--- src/rtl/sr_pkg.sv ---
// Shared definitions for the sequential right shifter: state encoding,
// default width and the shift-amount saturation helper.
package sr_pkg;

    localparam int WIDTH_DEF = 8;

    localparam logic [1:0] S_IDLE  = 2'd0;
    localparam logic [1:0] S_SHIFT = 2'd1;
    localparam logic [1:0] S_DONE  = 2'd2;

    // Clamp a shift amount to the data width; anything wider shifts everything out.
    function automatic logic [7:0] sat_amt(input logic [7:0] b, input int width);
        return (int'(b) >= width) ? 8'(width) : b;
    endfunction

endpackage

--- src/rtl/sr_step.sv ---
// One-bit right-shift stage: drops the LSB and inserts the fill bit at the MSB.
module sr_step #(
    parameter int WIDTH = 8
) (
    input  logic [WIDTH-1:0] data,
    input  logic             fill,
    output logic [WIDTH-1:0] shifted
);

    assign shifted = {fill, data[WIDTH-1:1]};

endmodule

--- src/rtl/sr8_seq.sv ---
// Sequential right shifter, one bit per clock, start/ready in and valid/ready out.
// Define SR8_SRA_EN to enable arithmetic shifts via the arith input.
module sr8_seq
    import sr_pkg::*;
#(
    parameter int WIDTH = WIDTH_DEF,
    parameter int CNT_W = 4
) (
    input  logic             clk,
    input  logic             rst_n,
    input  logic             in_valid,
    output logic             in_ready,
    input  logic [WIDTH-1:0] a,
    input  logic [7:0]       b,
    input  logic             arith,
    output logic             out_valid,
    input  logic             out_ready,
    output logic [WIDTH-1:0] out
);

    logic [1:0]       state;
    logic [WIDTH-1:0] data;
    logic [WIDTH-1:0] data_sh;
    logic [CNT_W-1:0] count;
    logic [CNT_W-1:0] amt;
    logic             fill;
    logic             fill_in;

`ifdef SR8_SRA_EN
    assign fill_in = arith & a[WIDTH-1];
`else
    // Logical-only build: arith is part of the port list but has no effect.
    logic unused_arith;
    assign unused_arith = arith;
    assign fill_in      = 1'b0;
`endif

    assign amt = CNT_W'(sat_amt(b, WIDTH));

    sr_step #(.WIDTH(WIDTH)) u_step (
        .data    (data),
        .fill    (fill),
        .shifted (data_sh)
    );

    assign in_ready  = (state == S_IDLE);
    assign out_valid = (state == S_DONE);
    assign out       = data;

    always_ff @(posedge clk or negedge rst_n) begin
        if (!rst_n) begin
            state <= S_IDLE;
            data  <= '0;
            count <= '0;
            fill  <= 1'b0;
        end else begin
            case (state)
                S_IDLE: begin
                    if (in_valid) begin
                        data  <= a;
                        count <= amt;
                        fill  <= fill_in;
                        state <= (amt == '0) ? S_DONE : S_SHIFT;
                    end
                end
                S_SHIFT: begin
                    data  <= data_sh;
                    count <= count - 1'b1;
                    if (count == CNT_W'(1)) state <= S_DONE;
                end
                S_DONE: begin
                    if (out_ready) state <= S_IDLE;
                end
                default: state <= S_IDLE;
            endcase
        end
    end

endmodule

--- config.mk ---
export PLATFORM = sky130hd
export DESIGN_NAME = sr8_seq
export DESIGN_NICKNAME = d
export VERILOG_FILES = /design/src/rtl/sr_pkg.sv /design/src/rtl/sr_step.sv /design/src/rtl/sr8_seq.sv
export SDC_FILE = /design/constraint.sdc
export NUM_CORES = 1
export LEC_CHECK = 0
export ABC_AREA = 1
export CAP_MARGIN = 20
export CORE_MARGIN = 2
export CORE_UTILIZATION = 43
export DETAILED_ROUTE_END_ITERATION = 7
export HOLD_SLACK_MARGIN = 0.03
export PLACE_DENSITY = 0.87
export SYNTH_ARGS = -nofsm -noshare
export SYNTH_HDL_FRONTEND = slang
export SYNTH_SLANG_ARGS = --single-unit
--- constraint.sdc ---
create_clock -name clk -period 1.3 [get_ports clk]
set_input_delay 0.26 -clock clk [delete_from_list [all_inputs] [get_ports clk]]
set_output_delay 0.26 -clock clk [all_outputs]
set_load 0.01 [all_outputs]
==> impl_results.md <==
* Status: finished, final reports clean
* CP max-delay cell: dfrtp_1
* Number of DRC markers in iteration 0 at 14
* Total power at 2.97 mW
* CTS Hold Buffers Added at 0
* Internal at 1.65 mW
* Endpoint class of the critical path: output port
* Tmin final at 1.30 ns
* Crit path arrival time at 1.04 ns
* Hold WC Path Type: input port to async pin
* FF+latch count, synth at 14
* Largest net degree at the start of global routing at 15
* Synth Flop Type: dfrtp_1
* Wire length of the first global-routing pass at 3.89 mm
* Avg Cell Area, Syn at 7.50 µm²
* Root buffer cell: clkbuf_4
* Gr ovfl total at 0
* Clock power frac at 0.087
* Vias/cell at 5.03
* FF/Latch Area at between 300 and 400 µm²
* Routed via count at 925
* Final instance area at 0.00131 mm²
* Row count at 16
* LEAKAGE at 0.638 nW
* DIE WIDTH at 48.4 µm
* RSZ-0062 raised after global routing: yes
* Rel. slew slack at 0.858
* R2r setup slk at 0.02 ns
* Initial Util at 0.445
* FILL cells at between 100 and 150
* Final #Nets at 182
* PwrDens at about 2300 mW/mm²
* Die area at 0.00234 mm²
* Reg clk slew, reported paths at about 0.090 ns
* Finished Layout Cells at 184
* DRC Markers at 0
* Seq pwr share at 0.269
* Req. time, crit path at 1.04 ns
* Share of layout cells above drive strength 1 at 0.210
* Area share of the largest cell type after synthesis at 0.414
* Crit path max fanout at 2
* CTS tree: yes
* Die H at a little under 50 µm
* Number of flops mapped to enable cells by yosys at 0
* Clk buf depth at 2
* Antenna Cells at 0
* Port bufs at 29
* Actual slew at the worst max-slew pin at 0.212 ns
* Area grow syn2layout at 54.7%
* Clk sinks at 14
* Critical R2R Capture: state[0]$_DFFE_PN0P_
* Levels on crit path at 4
* Setup Skew at roughly 0.011 ns
* Routed len/inst at 13.4 µm
* Placer congestion estimate at 0.769
* Multi-input combinational cell area at 412 µm²
* Ys async rst share at 1.00
* Post-Syn Instances at 113
* WS Path Type: flop to output port
* Syn_nets at 136
* Cells after DPL at about 180
* FMAX at 0.770 GHz
* R2R depth at 8
* Sw Share at 0.443
* Leading cell types by count after synthesis: nand2_1, inv_1, dfrtp_1, nor2_1, nand3_1
* CTS buffer count at 3
* IO Pins at 31
* WP buf/inv at 3
* Post-Syn Area at roughly 850 µm²
* H-tree lvl count at 1
* DP HPWL at 1.69 mm
* Clock latency on the worst-skew pair at 0.29 ns
* Initial antenna violation count at 0
* Number of global-route vias before repair at 867
* GRT Total Usage at 0.220
* Max Slew Vio Count at 0
* Max Cap Violations at 0
* Final setup vio count at 0
* Critical path startpoint category: flop
* Period utilization at 0.999
* NetSw at 1.31 mW
* Final WL at about 2.5 mm
* CP max stage delay at 0.40 ns
* Post-Route Utilization at 0.689
* Cell Chain, Critical Path: buf_4 -> inv_2 -> nor2_1 -> buf_2
* Most common cell in the netlist: nand2_1
* Post-DRT Antenna Nets at 0
* Kind of cell adding the most delay to the critical path: flip-flops
* Worst setup path start: state[1]$_DFFE_PN0P_
* Netlist cell types at 19
* Largest area contributor in the netlist: dfrtp_1
* Warnings, synthesis at 0
* Comb pwr share at 0.643
* Core ar. at 0.00190 mm²
* CP endpoint: out_valid
* Hold slack at 0.271 ns
* Worst R2R Start: state[1]$_DFFE_PN0P_
* Seq/Total Area, Yosys at 0.414
* Final Hold Vio Count at 0
* First-pass DRT Iterations at 4
* DP Area at 0.00122 mm²
* Synth area leaders: dfrtp_1, nand2_1, inv_1
* VDD IR-drop max at approximately 1000 µV
logic make-up after synthesis:
logic type | Yosys count | share of synthesized area
adders and majority gates | 2 | 0.0295
buffers and inverters | 23 | 0.124
and+or+nand+nor | 53 | 0.264
AOI/OAI and AO/OA | 21 | 0.168
DFF | 14 | 0.414
power by group through the flow:
stage / registers [mW] / clock network [mW] / logic [mW]
6_report: 0.799 / 0.259 / 1.91
5_1_grt: 0.821 / 0.278 / 2.11
4_1_cts: 0.780 / 0.261 / 1.65
3_5_place_dp: 0.797 / 0 / 1.71
3_3_place_gp: 0.780 / 0 / 1.65
2_1_floorplan: 0.836 / 0 / 1.01
stage by stage:
stage | setup TNS [ns] | worst slack [ns]
6_report | 0 | 0.00115
5_1_grt | -0.334 | -0.0858
4_1_cts | -0.00350 | -0.00350
3_5_place_dp | -1.58 | -0.232
3_3_place_gp | -0.751 | -0.112
2_1_floorplan | 0 | 0.0902
flip-flops by register name, indices dropped and copies added (netlist names):
register  flops
count         4
out           8
state         2
final cells by class:
cell class / count / area share
sequential: 14 / 0.267
clock buffer: 3 / 0.0172
timing repair buffer: 44 / 0.314
multi-input combinational: 76 / 0.314
inverter: 20 / 0.0611
tap: 27 / 0.0258
routing by layer:
layer,global-route usage,share of wire,vias to the layer above
met2,0.370,0.53,36
met3,0.0432,0.046,9
met1,0.241,0.39,430
met4,0.181,0.039,0
met5,0,0,-
li1,-,-,450
placed cells by master, fill, tap and decap left out, types with 2 or more instances in the layout:
cell type,Yosys,layout
inv_4,0,2
nand2_1,26,22
nand2_2,0,4
buf_6,2,7
o211ai_1,6,6
buf_4,1,9
inv_1,17,17
dfrtp_1,14,14
dlygate4sd2_1,0,8
clkdlybuf4s50_1,0,19
nor2_4,1,2
nand3_1,11,11
clkbuf_4,0,3
o21ai_1,7,9
ha_1,2,2
nor2_1,13,11
how the worst min path moves through the flow:
stage	start	end	slack, ns
after global routing	rst_n	out[7]$_DFFE_PN0P_	0.31
after CTS	rst_n	count[2]$_DFFE_PN0P_	0.28
final	rst_n	count[2]$_DFFE_PN0P_	0.27
after global placement	out[0]$_DFFE_PN0P_	out[0]$_DFFE_PN0P_	0.48
after detailed placement	out[0]$_DFFE_PN0P_	out[0]$_DFFE_PN0P_	0.49
after floorplan	rst_n	count[0]$_DFFE_PN0P_	-0.04
repair_timing:
item,CTS,global route
setup endpoints to repair,10,13
buffers inserted,2,2
endpoints found under the hold margin,0,0
pin swaps,0,2
resized for setup,17,18
No activity file was read; power rests on OpenSTA's default activity.
